`config.mk`:
```
export PLATFORM = sky130hd
export DESIGN_NAME = alu_serial_nbit_flat
export DESIGN_NICKNAME = d
export VERILOG_FILES = /design/src/rtl/alu_serial_nbit_if.sv /design/src/rtl/alu_serial_nbit.sv /design/src/flat_wrapper.sv
export SDC_FILE = /design/constraint.sdc
export NUM_CORES = 1
export LEC_CHECK = 0
export ABC_AREA = 1
export BUFFER_PORTS_ARGS = -buffer_cell sky130_fd_sc_hd__buf_2
export CORE_MARGIN = 2
export CORE_UTILIZATION = 40
export CTS_CLUSTER_SIZE = 25
export DETAILED_ROUTE_END_ITERATION = 8
export HOLD_SLACK_MARGIN = 0.12
export PLACE_DENSITY = 0.68
export SLEW_MARGIN = 20
export SYNTH_ARGS = -nofsm -noshare
export SYNTH_HDL_FRONTEND = slang
export SYNTH_SLANG_ARGS = --single-unit
```
`constraint.sdc`:
```
create_clock -name clk -period 3.18 [get_ports clk]
set_input_delay 0.636 -clock clk [delete_from_list [all_inputs] [get_ports clk]]
set_output_delay 0.636 -clock clk [all_outputs]
set_load 0.01 [all_outputs]
```
`src/rtl/alu_serial_nbit_if.sv`:
```
// Handshake and operand/result bundle for the bit-serial ALU.
// master: drives start, a, b, cin, m1, m0; observes f, cout, n, zero, busy, done.
// slave:  the ALU itself, the mirror image of master.
interface alu_serial_nbit_if #(
  parameter int unsigned WIDTH = 4
);
  logic             start;
  logic [WIDTH-1:0] a;
  logic [WIDTH-1:0] b;
  logic             cin;
  logic             m1;
  logic             m0;
  logic [WIDTH-1:0] f;
  logic             cout;
  logic             n;
  logic             zero;
  logic             busy;
  logic             done;

  modport master (
    output start, a, b, cin, m1, m0,
    input  f, cout, n, zero, busy, done
  );

  modport slave (
    input  start, a, b, cin, m1, m0,
    output f, cout, n, zero, busy, done
  );
endinterface

```
`src/rtl/alu_serial_nbit.sv`:
```
// Bit-serial WIDTH-bit ALU (AND/ADD/XOR/SUB), one bit per clock, LSB first.
// Ports:
//   clk  - rising-edge clock
//   rst  - asynchronous active-high reset
//   bus  - slave side of alu_serial_nbit_if:
//          start/a/b/cin/m1/m0 in (latched on an accepted start),
//          f/cout/n/zero registered results, busy while running, done one-cycle pulse.
// Mode {m1,m0}: 00 AND, 01 ADD, 10 XOR, 11 SUB (A + ~B + 1).
module alu_serial_nbit #(
  parameter int unsigned WIDTH = 4
) (
  input  logic               clk,
  input  logic               rst,
  alu_serial_nbit_if.slave   bus
);

  localparam int unsigned CNT_W = (WIDTH > 1) ? $clog2(WIDTH) : 1;

  typedef enum logic [1:0] {
    IDLE = 2'd0,
    RUN  = 2'd1,
    DONE = 2'd2
  } state_t;

  state_t             state_q, state_d;
  logic               accept_c;
  logic               last_c;

  logic [WIDTH-1:0]   a_sh_q;
  logic [WIDTH-1:0]   b_sh_q;
  logic [WIDTH-1:0]   res_q;
  logic [1:0]         mode_q;
  logic               carry_q;
  logic [CNT_W-1:0]   cnt_q;

  logic [WIDTH-1:0]   f_q;
  logic               cout_q;
  logic               n_q;
  logic               zero_q;
  logic               busy_q;
  logic               done_q;

  logic               is_sub_c;
  logic               is_arith_c;
  logic               bi_eff_c;
  logic               carry_nx_c;
  logic               rbit_c;
  logic [WIDTH-1:0]   res_nx_c;

  // Single-bit datapath on the current LSBs
  always_comb begin
    is_sub_c   = (mode_q == 2'b11);
    is_arith_c = mode_q[0];
    bi_eff_c   = b_sh_q[0] ^ is_sub_c;
    carry_nx_c = (a_sh_q[0] & bi_eff_c) | (a_sh_q[0] & carry_q) | (bi_eff_c & carry_q);
    case (mode_q)
      2'b00:   rbit_c = a_sh_q[0] & b_sh_q[0];
      2'b10:   rbit_c = a_sh_q[0] ^ b_sh_q[0];
      default: rbit_c = a_sh_q[0] ^ bi_eff_c ^ carry_q;
    endcase
    res_nx_c = {rbit_c, res_q[WIDTH-1:1]};
    last_c   = (cnt_q == CNT_W'(WIDTH - 1));
  end

  // State register
  always_ff @(posedge clk or posedge rst) begin
    if (rst) state_q <= IDLE;
    else     state_q <= state_d;
  end

  // Next-state logic; start is only honoured outside RUN
  always_comb begin
    state_d  = state_q;
    accept_c = 1'b0;
    case (state_q)
      IDLE, DONE: begin
        if (bus.start) begin
          state_d  = RUN;
          accept_c = 1'b1;
        end else begin
          state_d  = IDLE;
        end
      end
      RUN: begin
        if (last_c) state_d = DONE;
      end
      default: state_d = IDLE;
    endcase
  end

  // Operand/result shift registers, carry and bit counter
  always_ff @(posedge clk or posedge rst) begin
    if (rst) begin
      a_sh_q  <= '0;
      b_sh_q  <= '0;
      res_q   <= '0;
      mode_q  <= 2'b00;
      carry_q <= 1'b0;
      cnt_q   <= '0;
    end else if (accept_c) begin
      a_sh_q  <= bus.a;
      b_sh_q  <= bus.b;
      res_q   <= '0;
      mode_q  <= {bus.m1, bus.m0};
      // SUB seeds the +1 of two's complement; ADD seeds cin; logic ops keep 0
      carry_q <= bus.m0 & (bus.m1 | bus.cin);
      cnt_q   <= '0;
    end else if (state_q == RUN) begin
      a_sh_q  <= a_sh_q >> 1;
      b_sh_q  <= b_sh_q >> 1;
      res_q   <= res_nx_c;
      if (is_arith_c) carry_q <= carry_nx_c;
      cnt_q   <= cnt_q + CNT_W'(1);
    end
  end

  // Visible results update only on the completing bit edge
  always_ff @(posedge clk or posedge rst) begin
    if (rst) begin
      f_q    <= '0;
      cout_q <= 1'b0;
      n_q    <= 1'b0;
      zero_q <= 1'b0;
    end else if (state_q == RUN && last_c) begin
      f_q    <= res_nx_c;
      cout_q <= is_arith_c & carry_nx_c;
      n_q    <= is_sub_c ? ~carry_nx_c : rbit_c;
      zero_q <= (res_nx_c == '0);
    end
  end

  // Handshake flags registered from the next state
  always_ff @(posedge clk or posedge rst) begin
    if (rst) begin
      busy_q <= 1'b0;
      done_q <= 1'b0;
    end else begin
      busy_q <= (state_d == RUN);
      done_q <= (state_q == RUN) && (state_d == DONE);
    end
  end

  assign bus.f    = f_q;
  assign bus.cout = cout_q;
  assign bus.n    = n_q;
  assign bus.zero = zero_q;
  assign bus.busy = busy_q;
  assign bus.done = done_q;

endmodule

```
`src/flat_wrapper.sv`:
```
// flat-port wrapper written by rule: the top's interface ports become plain ports
module alu_serial_nbit_flat 
#(
  parameter int unsigned WIDTH = 4
)
  (clk, rst, bus_start, bus_a, bus_b, bus_cin, bus_m1, bus_m0, bus_f, bus_cout, bus_n, bus_zero, bus_busy, bus_done);
  alu_serial_nbit_if #(.WIDTH(WIDTH)) bus_i ();
  input  logic clk;
  input  logic rst;
  input wire logic [$bits(bus_i.start)-1:0] bus_start;
  input wire logic [$bits(bus_i.a)-1:0] bus_a;
  input wire logic [$bits(bus_i.b)-1:0] bus_b;
  input wire logic [$bits(bus_i.cin)-1:0] bus_cin;
  input wire logic [$bits(bus_i.m1)-1:0] bus_m1;
  input wire logic [$bits(bus_i.m0)-1:0] bus_m0;
  output wire logic [$bits(bus_i.f)-1:0] bus_f;
  output wire logic [$bits(bus_i.cout)-1:0] bus_cout;
  output wire logic [$bits(bus_i.n)-1:0] bus_n;
  output wire logic [$bits(bus_i.zero)-1:0] bus_zero;
  output wire logic [$bits(bus_i.busy)-1:0] bus_busy;
  output wire logic [$bits(bus_i.done)-1:0] bus_done;
  assign bus_i.start = bus_start;
  assign bus_i.a = bus_a;
  assign bus_i.b = bus_b;
  assign bus_i.cin = bus_cin;
  assign bus_i.m1 = bus_m1;
  assign bus_i.m0 = bus_m0;
  assign bus_f = bus_i.f;
  assign bus_cout = bus_i.cout;
  assign bus_n = bus_i.n;
  assign bus_zero = bus_i.zero;
  assign bus_busy = bus_i.busy;
  assign bus_done = bus_i.done;
  alu_serial_nbit #(.WIDTH(WIDTH)) u_core (.clk(clk), .rst(rst), .bus(bus_i));
endmodule
```
### After elaboration in Yosys (flattened, before gate mapping)

Cells that the tools add are included.

* bits in registers: 28
* input bits: 14
* output and inout port bits: 9
* logic and storage cells: 62

* add/subtract/negate cells: 1
* eq/ne operators: 7
* mux-type cells: 18
* bitwise gates (word level): 14
* reduce and logical (&&, ||, !) cells: 9

Operator list (count)
* two-way mux 4 bit: 6
* equality test 2 bit, second input constant: 5
* two-way mux 1 bit: 7
* bitwise AND 1 bit: 6
* two-way mux 2 bit: 3
* equality test 2 x 1 -> 1 bit, second input constant: 2
* logical NOT 2 bit: 2
* logical NOT 4 bit: 1
* one-hot mux 2 bit (2 select lines): 1
* nonzero test 2 bit: 2
* bitwise XOR 1 bit: 4
* bitwise OR 1 bit: 3
* adder 2 x 1 -> 2 bit, second input constant: 1
* logical AND 1 bit: 2
* one-hot mux 1 bit (2 select lines): 1
* AND reduction 2 bit: 1
* OR reduction 2 bit: 1
* NOT 1 bit: 1

### Logic depth before layout (Yosys ltp)

* word-level depth: 8
* gate-level depth with buffers: 7
* depth with buffers taken out: 7

### Least setup slack after synthesis

No wires, ideal clock.

* kind: register to register
* start point: reg u_core.mode_q[0]
* end point: reg u_core.f_q[3], in the netlist u_core.bus.f[3]
* setup time: 127 ps
* arrival time: 1494 ps
* path slack: 1559 ps
* cell stages (with the launch flop): 7
* buffers on the path: 0
* clock period less this slack: 1621 ps
* cells stage by stage: dfrtp_1 -> nand2_1 -> xor2_1 -> fa_1 -> or2_1 -> nand2_2 -> o21ai_0

* word-level cells in the longest chain between the ends: 5
* elaborated cells on any way between the ends: 7
* classes of those cells: eq/ne: 2; mux: 1; bitwise: 3; reduce/logical: 1

RTL lines
* from (decl): RTL line alu_serial_nbit.sv:32 `logic [1:0] mode_q;`
* from (signal assigned): RTL line alu_serial_nbit.sv:104 `mode_q <= {bus.m1, bus.m0};`
* equality test 2 bit: RTL line alu_serial_nbit.sv:52 `is_sub_c = (mode_q == 2'b11);`
* bitwise XOR 1 bit: RTL line alu_serial_nbit.sv:54 `bi_eff_c = b_sh_q[0] ^ is_sub_c;`
* bitwise XOR 1 bit (2 in a row): RTL line alu_serial_nbit.sv:59 `default: rbit_c = a_sh_q[0] ^ bi_eff_c ^ carry_q;`
* one-hot mux 1 bit (2 select lines) (*): RTL line alu_serial_nbit.sv:56 `case (mode_q)`
* to (signal assigned): RTL line alu_serial_nbit.sv:125 `f_q <= res_nx_c;`
* to (decl): RTL line alu_serial_nbit.sv:36 `logic [WIDTH-1:0] f_q;`

Every way passes the cells marked *; elsewhere a longest branch is shown, timed or not.
A chain may end at the register's enable or synchronous reset.

### Worst setup path after layout

Ends and elaborated chain as after synthesis.

==> flow_metrics.env <==
export IMPL_path_max_fanout=4
export IMPL_mostFrequentLayoutCells="sky130_fd_sc_hd__nand2_1 (41), sky130_fd_sc_hd__dfrtp_1 (27), sky130_fd_sc_hd__buf_2 (22)"
export IMPL_grt_overflow=0
export IMPL_globalplace_congestion=0.799
export IMPL_yosysSeqAreaShare_pct=53.9
export IMPL_total_leakage_power_nw=0.740
export IMPL_syn_area_per_cell_um2=9.42
export IMPL_power_per_cell_area_mw_per_mm2=987
export IMPL_postLayoutCoreUtil_pct=46.7
export IMPL_finalNetCount=174
export IMPL_p_sw_mw=0.602
export IMPL_cap_viol_max_count=0
export IMPL_layout_filler_cells=307
export IMPL_antennaDiodeCount=0
export IMPL_drt_vias_per_instance=4.95
export IMPL_post_syn_area_mm2=0.00125
export IMPL_vdd_ir_drop_worst_mv=0.332
export IMPL_power_share_combinational_pct=46.7
export IMPL_globalRouteTotalUtil_pct=15.2
export IMPL_fin_ws_ns=1.40
export IMPL_placeableCoreArea_mm2=0.00300
export IMPL_power_switching_share_pct=43.5
export IMPL_share_of_power_burned_in_registers_pct=42.5
export IMPL_grt_first_pass_wirelength_um=4040
export IMPL_cts_tree="built"
export IMPL_placedInstanceArea_mm2=0.00137
export IMPL_cts_reportedPaths_clkPinSlew_ns=0.15
export IMPL_via_count_of_the_first_global_routing_pass=946
export IMPL_required_ns=3.40
export IMPL_grt_antenna_before_repair=0
export IMPL_max_freq_ghz=0.562
export IMPL_ys_types=26
export IMPL_synth_yosys_warnings=0
export IMPL_max_stage_delay_ns=0.46
export IMPL_ctsHtreeMaxLevel=1
export IMPL_drt_initial_drc_count=47
export IMPL_finalWorstPathRequiredPeriod_ns=1.78
export IMPL_postSynthCellCount=133
export IMPL_rsz_0062_raised_after_global_routing="false"
export IMPL_cts_setup_buffers=0
export IMPL_setup_violations=0
export IMPL_syn_num_nets=150
export IMPL_outcome="finished clean"
export IMPL_hold_viol=0
export IMPL_die_area_mm2=0.00359
export IMPL_cp_data_arrival_time_ns=2.00
export IMPL_critPathBufInv=0
export IMPL_wl_per_cell_um=12.0
export IMPL_floorplan_io_pins=23
export IMPL_grt_max_degree=28
export IMPL_post_cts_hold_buffer_count=0
export IMPL_setup_tns_ns=0
export IMPL_period_share_pct=56.0
export IMPL_layout_cells_most_common="sky130_fd_sc_hd__nand2_1"
export IMPL_start_util_pct=41.7
export IMPL_portBuffers=22
export IMPL_path_delay_family="simple AND/OR/NAND/NOR gates"
export IMPL_ctsResizeCount=0
export IMPL_cp_slowest_cell="sky130_fd_sc_hd__fa_1"
export IMPL_drt_total_wl_um=2270
export IMPL_row_count=20
export IMPL_cellInternalPower_mw=0.782
export IMPL_clock_sink_count=27
export IMPL_die_w_um=60.0
export IMPL_place_detailed_hpwl_um=1680
export IMPL_clock_tree_buffer_depth=2
export IMPL_finish_instance_area_mm2=0.00140
export IMPL_hp_class="input port to asynchronous set/reset pin"
export IMPL_dp_slack_ns=1.42
export IMPL_route_detailed_drc=0
export IMPL_clock_latency_ns=0.33
export IMPL_dieHeight_um=60.0
export IMPL_drt_antenna_violating_nets=0
export IMPL_synth_ff_latch_count=27
export IMPL_crit_chain="nand2_1 -> xor2_1 -> fa_1 -> or2_1 -> nand2_2 -> o21ai_0"
export IMPL_power_total_mw=1.38
export IMPL_worstSetupPathType="register to register"
export IMPL_start_kind="register"
export IMPL_post_route_cells_drive_above_1_share_pct=27.6
export IMPL_timing_worst_slew_pin_value_ns=0.954
export IMPL_drt_pass1_iter_count=4
export IMPL_maxSlewHeadroom_pct=36.0
export IMPL_worst_setup_path_end_kind="register"
export IMPL_clockRootBuffer="sky130_fd_sc_hd__clkbuf_4"
export IMPL_final_worst_clock_skew_ns=0.0101
export IMPL_routed_via_count=935
export IMPL_drv_slew=0
export IMPL_numCtsBuffers=3
export IMPL_area_growth_pct=11.9
export IMPL_clock_power_share_pct=10.8
stage by stage:
step                      cells  hold slack [ns]
final                       189            0.381
after global routing        189            0.414
after CTS                   189            0.498
after detailed placement    185            0.473
after global placement      185            0.459
after floorplan             133            0.442
worst reg2reg max path: stages (launching register included):
cell,delay (ns)
sky130_fd_sc_hd__dfrtp_1,0.44
sky130_fd_sc_hd__nand2_1,0.14
sky130_fd_sc_hd__xor2_1,0.22
sky130_fd_sc_hd__fa_1,0.46
sky130_fd_sc_hd__or2_1,0.25
sky130_fd_sc_hd__nand2_2,0.09
sky130_fd_sc_hd__o21ai_0,0.07
power by group through the flow:
stage | clock network (mW) | registers, mW | logic [mW]
after floorplan | 0 | 0.604 | 0.500
after CTS | 0.156 | 0.590 | 0.656
after global placement | 0 | 0.587 | 0.630
after global routing | 0.171 | 0.608 | 0.756
final | 0.149 | 0.588 | 0.647
after detailed placement | 0 | 0.598 | 0.653
Yosys cell counts:
cell type	count	share of area, %
sky130_fd_sc_hd__nor2_2	1	0.50
sky130_fd_sc_hd__o22ai_1	1	0.50
sky130_fd_sc_hd__nand3_2	1	0.80
sky130_fd_sc_hd__o21ai_0	8	3.2
sky130_fd_sc_hd__o211ai_2	3	3.0
sky130_fd_sc_hd__nand4_1	1	0.50
sky130_fd_sc_hd__nand2_1	41	12
sky130_fd_sc_hd__buf_4	1	0.60
sky130_fd_sc_hd__a21oi_2	1	0.70
sky130_fd_sc_hd__inv_2	1	0.30
sky130_fd_sc_hd__dfrtp_1	27	54
sky130_fd_sc_hd__ha_1	2	2.0
sky130_fd_sc_hd__buf_6	2	1.8
sky130_fd_sc_hd__a21oi_1	2	0.80
sky130_fd_sc_hd__nand3_1	6	2.4
sky130_fd_sc_hd__nand2_2	3	1.5
sky130_fd_sc_hd__nand2_4	2	1.8
sky130_fd_sc_hd__o211ai_1	2	1.2
sky130_fd_sc_hd__xor2_1	1	0.70
sky130_fd_sc_hd__fa_1	1	1.6
sky130_fd_sc_hd__o21ai_2	3	2.1
sky130_fd_sc_hd__inv_1	14	4.2
sky130_fd_sc_hd__or2_1	1	0.50
sky130_fd_sc_hd__o21ai_1	3	1.2
sky130_fd_sc_hd__inv_4	2	1.0
sky130_fd_sc_hd__nor2_1	3	0.90
flip-flops by register name (all words and copies together) (netlist names):
name             cells
u_core.a_sh_q        4
u_core.b_sh_q        4
u_core.bus.busy      1
u_core.bus.cout      1
u_core.bus.done      1
u_core.bus.f         4
u_core.bus.n         1
u_core.bus.zero      1
u_core.carry_q       1
u_core.cnt_q         2
u_core.mode_q        2
u_core.res_q         3
u_core.state_q       2
layer usage:
metal  track usage, %  routed length, um  share of wire [%]
met1             19.1               1050                 46
met2             25.6               1080                 48
met3             2.60                 91                4.0
met4             6.67                 44                1.9
met5                0                  0                  0
final cells by class:
| cell class | instances | area [um2] | share of cell area (%) |
|---|---|---|---|
| Clock inverter | 1 | 5.00 | 0.357 |
| Multi-Input combinational cell | 86 | 478 | 34.1 |
| Inverter | 17 | 68.8 | 4.91 |
| Sequential cell | 27 | 676 | 48.2 |
| Timing Repair Buffer | 22 | 110 | 7.86 |
| Clock buffer | 3 | 22.5 | 1.61 |
| Tap cell | 33 | 41.3 | 2.95 |
cells by family after synthesis:
family,Yosys count,synth area share [%]
adder cells (fa/ha/maj),3,3.60
buffers and inverters,20,7.89
XOR/XNOR,1,0.699
AO/OA/AOI/OAI,23,12.7
AND/OR/NAND/NOR,59,21.2
flip-flops,27,53.9
final timing paths:
kind                                  startpoint              end  slack, ns  depth (start not counted)
max in group asynchronous                    rst   u_core.carry_q       2.36                          2
min in group clk                 u_core.bus.f[3]  u_core.bus.f[3]       0.50                          2
worst min register to register   u_core.bus.f[3]  u_core.bus.f[3]       0.50                          2
worst max-delay path            u_core.mode_q[0]  u_core.bus.f[3]       1.40                          6
worst max register to register  u_core.mode_q[0]  u_core.bus.f[3]       1.40                          6
worst min-delay path                         rst  u_core.bus.f[0]       0.38                          2
Power figures use the tool's default switching activity.
